[src/rtl/event_occupancy_monitor_pkg.sv]
// Shared definitions for the event occupancy monitor: FSM state encoding
// and default counter widths.
package event_occupancy_monitor_pkg;

    localparam int CNT_W_DEF   = 6;
    localparam int NSTOP_W_DEF = 16;

    typedef enum logic [1:0] {
        ST_IDLE  = 2'd0,
        ST_RUN   = 2'd1,
        ST_HOLD  = 2'd2,
        ST_FAULT = 2'd3
    } state_t;

endpackage

[src/rtl/event_occupancy_monitor_occ_counter.sv]
// Saturating up/down occupancy counter. Exposes its next value so the
// caller can compare thresholds on the same edge the count moves.
module occ_counter #(
    parameter int W = 6
) (
    input  logic         clk,
    input  logic         srst,
    input  logic         clr,
    input  logic         en,
    input  logic         inc,
    input  logic         dec,
    output logic [W-1:0] count,
    output logic [W-1:0] count_next,
    output logic         ovf,
    output logic         udf
);

    localparam logic [W-1:0] MAX = '1;

    logic [W-1:0] count_reg;

    // Simultaneous inc and dec cancel; saturation raises a one-cycle strobe.
    always_comb begin
        count_next = count_reg;
        ovf        = 1'b0;
        udf        = 1'b0;
        if (clr) begin
            count_next = '0;
        end else if (en && inc && !dec) begin
            if (count_reg == MAX)
                ovf = 1'b1;
            else
                count_next = count_reg + W'(1);
        end else if (en && dec && !inc) begin
            if (count_reg == '0)
                udf = 1'b1;
            else
                count_next = count_reg - W'(1);
        end
    end

    always_ff @(posedge clk) begin
        if (srst)
            count_reg <= '0;
        else
            count_reg <= count_next;
    end

    assign count = count_reg;

endmodule

[src/rtl/event_occupancy_monitor.sv]
// Buffer occupancy monitor: tracks events in flight, requests a trigger
// halt with hysteresis, and keeps run statistics and sticky error flags.
module event_occupancy_monitor
    import event_occupancy_monitor_pkg::*;
#(
    parameter int CNT_W   = CNT_W_DEF,
    parameter int NSTOP_W = NSTOP_W_DEF
) (
    input  logic               clk,
    input  logic               rst,
    input  logic               live_rising,
    input  logic               trig_accepted,
    input  logic               read_complete,
    input  logic [CNT_W-1:0]   stop_hi,
    input  logic [CNT_W-1:0]   resume_lo,
    output logic [CNT_W-1:0]   n_pileup,
    output logic               stop,
    output logic               read_overflow,
    output logic               trig_overflow,
    output logic               cfg_err,
    output logic [CNT_W-1:0]   peak,
    output logic [NSTOP_W-1:0] n_stop,
    output logic [1:0]         state
);

    state_t             state_reg, state_next;
    logic               stop_reg, read_ovf_reg, trig_ovf_reg, cfg_err_reg;
    logic [CNT_W-1:0]   peak_reg;
    logic [NSTOP_W-1:0] n_stop_reg;

    logic [CNT_W-1:0]   occ_next;
    logic               occ_ovf, occ_udf, count_en, cfg_bad, enter_hold;
    logic [CNT_W-1:0]   eff_resume;

    assign count_en = (state_reg != ST_IDLE);

    occ_counter #(.W(CNT_W)) u_occ (
        .clk        (clk),
        .srst       (rst),
        .clr        (live_rising),
        .en         (count_en),
        .inc        (trig_accepted),
        .dec        (read_complete),
        .count      (n_pileup),
        .count_next (occ_next),
        .ovf        (occ_ovf),
        .udf        (occ_udf)
    );

    // An inverted threshold pair collapses hysteresis to a single step.
    assign cfg_bad    = (resume_lo >= stop_hi);
    assign eff_resume = !cfg_bad         ? resume_lo :
                        (stop_hi == '0)  ? '0 : stop_hi - CNT_W'(1);

    always_comb begin
        state_next = state_reg;
        enter_hold = 1'b0;
        if (live_rising) begin
            state_next = ST_RUN;
        end else begin
            case (state_reg)
                ST_IDLE: state_next = ST_IDLE;
                ST_RUN: begin
                    if (occ_udf) begin
                        state_next = ST_FAULT;
                    end else if (occ_next >= stop_hi) begin
                        state_next = ST_HOLD;
                        enter_hold = 1'b1;
                    end
                end
                ST_HOLD: begin
                    if (occ_udf)
                        state_next = ST_FAULT;
                    else if (occ_next <= eff_resume)
                        state_next = ST_RUN;
                end
                default: state_next = ST_FAULT;
            endcase
        end
    end

    always_ff @(posedge clk) begin
        if (rst) begin
            state_reg    <= ST_IDLE;
            stop_reg     <= 1'b0;
            read_ovf_reg <= 1'b0;
            trig_ovf_reg <= 1'b0;
            cfg_err_reg  <= 1'b0;
            peak_reg     <= '0;
            n_stop_reg   <= '0;
        end else begin
            state_reg   <= state_next;
            stop_reg    <= (state_next == ST_HOLD) || (state_next == ST_FAULT);
            cfg_err_reg <= cfg_bad;
            if (live_rising) begin
                read_ovf_reg <= 1'b0;
                trig_ovf_reg <= 1'b0;
                peak_reg     <= '0;
                n_stop_reg   <= '0;
            end else begin
                if (occ_udf)
                    read_ovf_reg <= 1'b1;
                if (occ_ovf)
                    trig_ovf_reg <= 1'b1;
                if (occ_next > peak_reg)
                    peak_reg <= occ_next;
                if (enter_hold && (n_stop_reg != '1))
                    n_stop_reg <= n_stop_reg + NSTOP_W'(1);
            end
        end
    end

    assign stop          = stop_reg;
    assign read_overflow = read_ovf_reg;
    assign trig_overflow = trig_ovf_reg;
    assign cfg_err       = cfg_err_reg;
    assign peak          = peak_reg;
    assign n_stop        = n_stop_reg;
    assign state         = state_reg;

endmodule

[config.mk]
export PLATFORM = sky130hd
export DESIGN_NAME = event_occupancy_monitor
export DESIGN_NICKNAME = d
export VERILOG_FILES = /design/src/rtl/event_occupancy_monitor_pkg.sv /design/src/rtl/event_occupancy_monitor_occ_counter.sv /design/src/rtl/event_occupancy_monitor.sv
export SDC_FILE = /design/constraint.sdc
export NUM_CORES = 1
export LEC_CHECK = 0
export ABC_AREA = 1
export BUFFER_PORTS_ARGS = -buffer_cell sky130_fd_sc_hd__buf_4
export CAP_MARGIN = 0
export CORE_UTILIZATION = 55
export DETAILED_ROUTE_END_ITERATION = 10
export GPL_ROUTABILITY_DRIVEN = 1
export GPL_TIMING_DRIVEN = 0
export PLACE_DENSITY = 0.83
export SLEW_MARGIN = 20
export SYNTH_ARGS = -nofsm -noshare
export SYNTH_HDL_FRONTEND = slang
export SYNTH_SLANG_ARGS = --single-unit
[constraint.sdc]
create_clock -name clk -period 2.8 [get_ports clk]
set_input_delay 0.14 -clock clk [delete_from_list [all_inputs] [get_ports clk]]
set_output_delay 0.14 -clock clk [all_outputs]
set_load 0.01 [all_outputs]
==> run metrics <==
outcome=finished, final reports clean; largest net degree at the start of global routing=11; cell taking the most area after synthesis=sky130_fd_sc_hd__dfxtp_1; sequential element share of the synthesized area=24.0%; average routed wire per standard cell=12.6 microns; layout cell share with drive strength beyond 1=25.0%; Die Outline Area=5460 sq um; number of buffers and inverters on the critical path=5; Netlist cell types=32; GPL Wtd Cong=0.879; total power=1.68 mW; ordered cell list for the critical path=inv_1 > nand2_1 > nand2_2 > inv_2 > nand3_2 > nor2_1 > nor2_1 > nand2_1 > inv_1 > ha_1 > nand2_1 > nand2_1 > nand2_1 > nand2_1 > nand2_4 > inv_2 > nand2_4 > buf_12 > nor2_1 > nor2_1; via count=3006; most instantiated cells after synthesis=sky130_fd_sc_hd__nand2_1 (125), sky130_fd_sc_hd__inv_1 (64), sky130_fd_sc_hd__nor2_1 (46); WS Path Type=flip-flop to flip-flop; total length of routed wires=7170 microns; fraction of the cycle the final worst path needs=94.8%; maximum net fanout on the critical path=10; number of antenna repair diodes=0; number of DRC violations after detailed routing=0; number of enable-type register cells in the synthesized netlist=0; via count of the first global-routing pass=2707; worst hold-check slack=0.116 ns; largest vdd supply drop=708 uV; required time worst endpoint=2.98 ns; area inside the core boundary=4850 sq um; clock tree root buffer cell=sky130_fd_sc_hd__clkbuf_8; number of nets in the final layout=549; kind of end point of the critical path=flip-flop; area added between synthesis and finish=24.9%; post-route clock skew=0.00823 ns; count leader, synth=sky130_fd_sc_hd__nand2_1; Congestion Overflow GR=0; HP Class=input pin to flip-flop; total CTS buffers=5; die span in x=73.9 microns; HPWL after detailed placement=5250 microns; family of cells with the greatest summed delay on the critical path=simple AND/OR/NAND/NOR gates; post-synth design cell area=2840 sq um; Worst Tran Pin Value=0.406 ns; number of antenna violations at the first check in global routing=0; drt via density=5.27; global-route wire length before repair=11200 microns; setup-violating endpoint count in the final report=0; category of the worst setup path launch point=flip-flop; count of final max-slew check failures=0; die span in y=73.9 microns; total leakage power=1.73 nW; Filler Cell Count=386; Clock Sinks=34; cell mode on critical path=sky130_fd_sc_hd__nand2_1; Initial Util=58.6%; Most used DFF post-synth=sky130_fd_sc_hd__dfxtp_1; Max clock buf depth=2; total global-route track usage=26.2%; final critical-path required period=2.66 ns; delay of the slowest cell on the worst path=0.37 ns; Worst-Skew Late Latency=0.29 ns; Seq cells post-synth=34; max cap viols=0; DRT Pass-1 Iters=5; post-synthesis average cell area=6.49 sq um; ranking of synthesized cells by area=sky130_fd_sc_hd__dfxtp_1 (24%), sky130_fd_sc_hd__nand2_1 (17%), sky130_fd_sc_hd__ha_1 (13%); Gate Count Post-Synth=438; Clock H-tree levels=2; CTS tree=built; IO Pins=51; Async S/R FF share, synth=0%; Non-Filler Instances=570; Max-Slew Margin vs Limit=72.9%; first-iteration detailed-routing DRC count=187; number of input and output port buffers inserted=49; std cell rows=25; number of flip-flops under the largest register name=16; slowest cell on the critical path=sky130_fd_sc_hd__dfxtp_1; total instance count after detailed placement=554; crit path DAT=2.84 ns; fraction of post-synthesis cell area in the top cell type by area=24.0%; power density over cell area=474 nW/um^2; timing-limited maximum frequency=377 MHz; antenna violation net count after detailed routing=0; count of warnings emitted by yosys=0; # hold bufs at CTS=0; hold violation total from the final report=0; Synth Net Count=484; clock transition at the registers of the reported paths=0.07 ns
## per-layer routing
| metal | GRT usage [%] | vias to the layer above | wire length (microns) |
|---|---|---|---|
| met3 | 4.25 | 17 | 332 |
| met2 | 47.0 | 95 | 3650 |
| met5 | 0 | - | 0 |
| li1 | - | 1517 | - |
| met1 | 30.9 | 1377 | 3060 |
| met4 | 10.3 | 0 | 129 |
## worst reg2reg max path: stages, from the launching register on
cell and delay (ns):
sky130_fd_sc_hd__dfxtp_1 0.37, sky130_fd_sc_hd__inv_1 0.08, sky130_fd_sc_hd__nand2_1 0.14, sky130_fd_sc_hd__nand2_2 0.14, sky130_fd_sc_hd__inv_2 0.14, sky130_fd_sc_hd__nand3_2 0.12
sky130_fd_sc_hd__nor2_1 0.14, sky130_fd_sc_hd__nor2_1 0.06, sky130_fd_sc_hd__nand2_1 0.14, sky130_fd_sc_hd__inv_1 0.11, sky130_fd_sc_hd__ha_1 0.28, sky130_fd_sc_hd__nand2_1 0.05
sky130_fd_sc_hd__nand2_1 0.06, sky130_fd_sc_hd__nand2_1 0.07, sky130_fd_sc_hd__nand2_1 0.10, sky130_fd_sc_hd__nand2_4 0.07, sky130_fd_sc_hd__inv_2 0.07, sky130_fd_sc_hd__nand2_4 0.07
sky130_fd_sc_hd__buf_12 0.16, sky130_fd_sc_hd__nor2_1 0.12, sky130_fd_sc_hd__nor2_1 0.06
## placed cells by master, fill, tap and decap left out, types with 2 or more instances in the layout
cell / n
sky130_fd_sc_hd__a21oi_1: 20
sky130_fd_sc_hd__a21oi_2: 11
sky130_fd_sc_hd__buf_12: 2
sky130_fd_sc_hd__buf_2: 2
sky130_fd_sc_hd__buf_4: 57
sky130_fd_sc_hd__buf_6: 2
sky130_fd_sc_hd__clkbuf_8: 5
sky130_fd_sc_hd__clkinv_2: 2
sky130_fd_sc_hd__dfxtp_1: 31
sky130_fd_sc_hd__dfxtp_4: 2
sky130_fd_sc_hd__ha_1: 27
sky130_fd_sc_hd__inv_1: 60
sky130_fd_sc_hd__inv_2: 6
sky130_fd_sc_hd__nand2_1: 120
sky130_fd_sc_hd__nand2_2: 15
sky130_fd_sc_hd__nand2_4: 4
sky130_fd_sc_hd__nand3_1: 30
sky130_fd_sc_hd__nand3_2: 2
sky130_fd_sc_hd__nand3_4: 2
sky130_fd_sc_hd__nand4_1: 6
sky130_fd_sc_hd__nor2_1: 44
sky130_fd_sc_hd__nor2_4: 7
sky130_fd_sc_hd__nor3_1: 2
sky130_fd_sc_hd__o21ai_0: 14
sky130_fd_sc_hd__xnor2_1: 9
sky130_fd_sc_hd__xor2_1: 6
## per-stage QoR
| stage | utilization, % | worst slack, ns | instance area [sq um] | setup TNS, ns |
|---|---|---|---|---|
| finish | 73.2 | 0.145 | 3550 | 0 |
| global route | 73.2 | -0.0431 | 3550 | -0.199 |
| CTS | 70.3 | 0.00112 | 3410 | 0 |
| detailed placement | 67.9 | -0.217 | 3290 | -2.92 |
| global placement | 67.9 | -0.137 | 3290 | -1.95 |
| floorplan | - | 0.198 | 2840 | 0 |
## timing repair
action                     CTS  global route
buffers inserted             2             7
resized for setup           12            19
hold endpoints to repair     0             0
pin swaps                    3             6
setup endpoints to repair   22            23
## power by group
part,leakage [nW],switching [mW],internal [mW]
Clock,0.0438,0.183,0.167
Sequential,0.277,0.0314,0.534
Combinational,1.41,0.475,0.291
## area by class of cell
| type | instances | area, sq um | area share (%) |
|---|---|---|---|
| multi-input combinational | 331 | 1940 | 54.7 |
| sequential | 34 | 689 | 19.4 |
| timing repair buffer | 58 | 448 | 12.6 |
| inverter | 67 | 251 | 7.08 |
| tap | 67 | 83.8 | 2.36 |
| clock buffer | 5 | 68.8 | 1.94 |
| buffer | 6 | 56.3 | 1.59 |
| clock inverter | 2 | 10.0 | 0.282 |
## cell families (layout without fill, tap and decap cells)
group | after synthesis | after routing | synth area share (%)
buffers and inverters | 73 | 138 | 10.8
AND/OR/NAND/NOR | 235 | 235 | 37.1
adder cells (fa/ha/maj) | 29 | 29 | 12.8
flip-flops | 34 | 34 | 24.0
XOR/XNOR | 15 | 15 | 4.62
AO/OA/AOI/OAI | 52 | 52 | 10.7
## worst paths after layout
path,start,end,slack (ns),depth (start not counted)
min reg2reg,trig_overflow,trig_overflow,0.45,2
max reg2reg,state[0],n_stop[1],0.14,20
min,rst,u_occ.count[1],0.12,2
max,state[0],n_stop[1],0.14,20
Power figures use the tool's default switching activity.
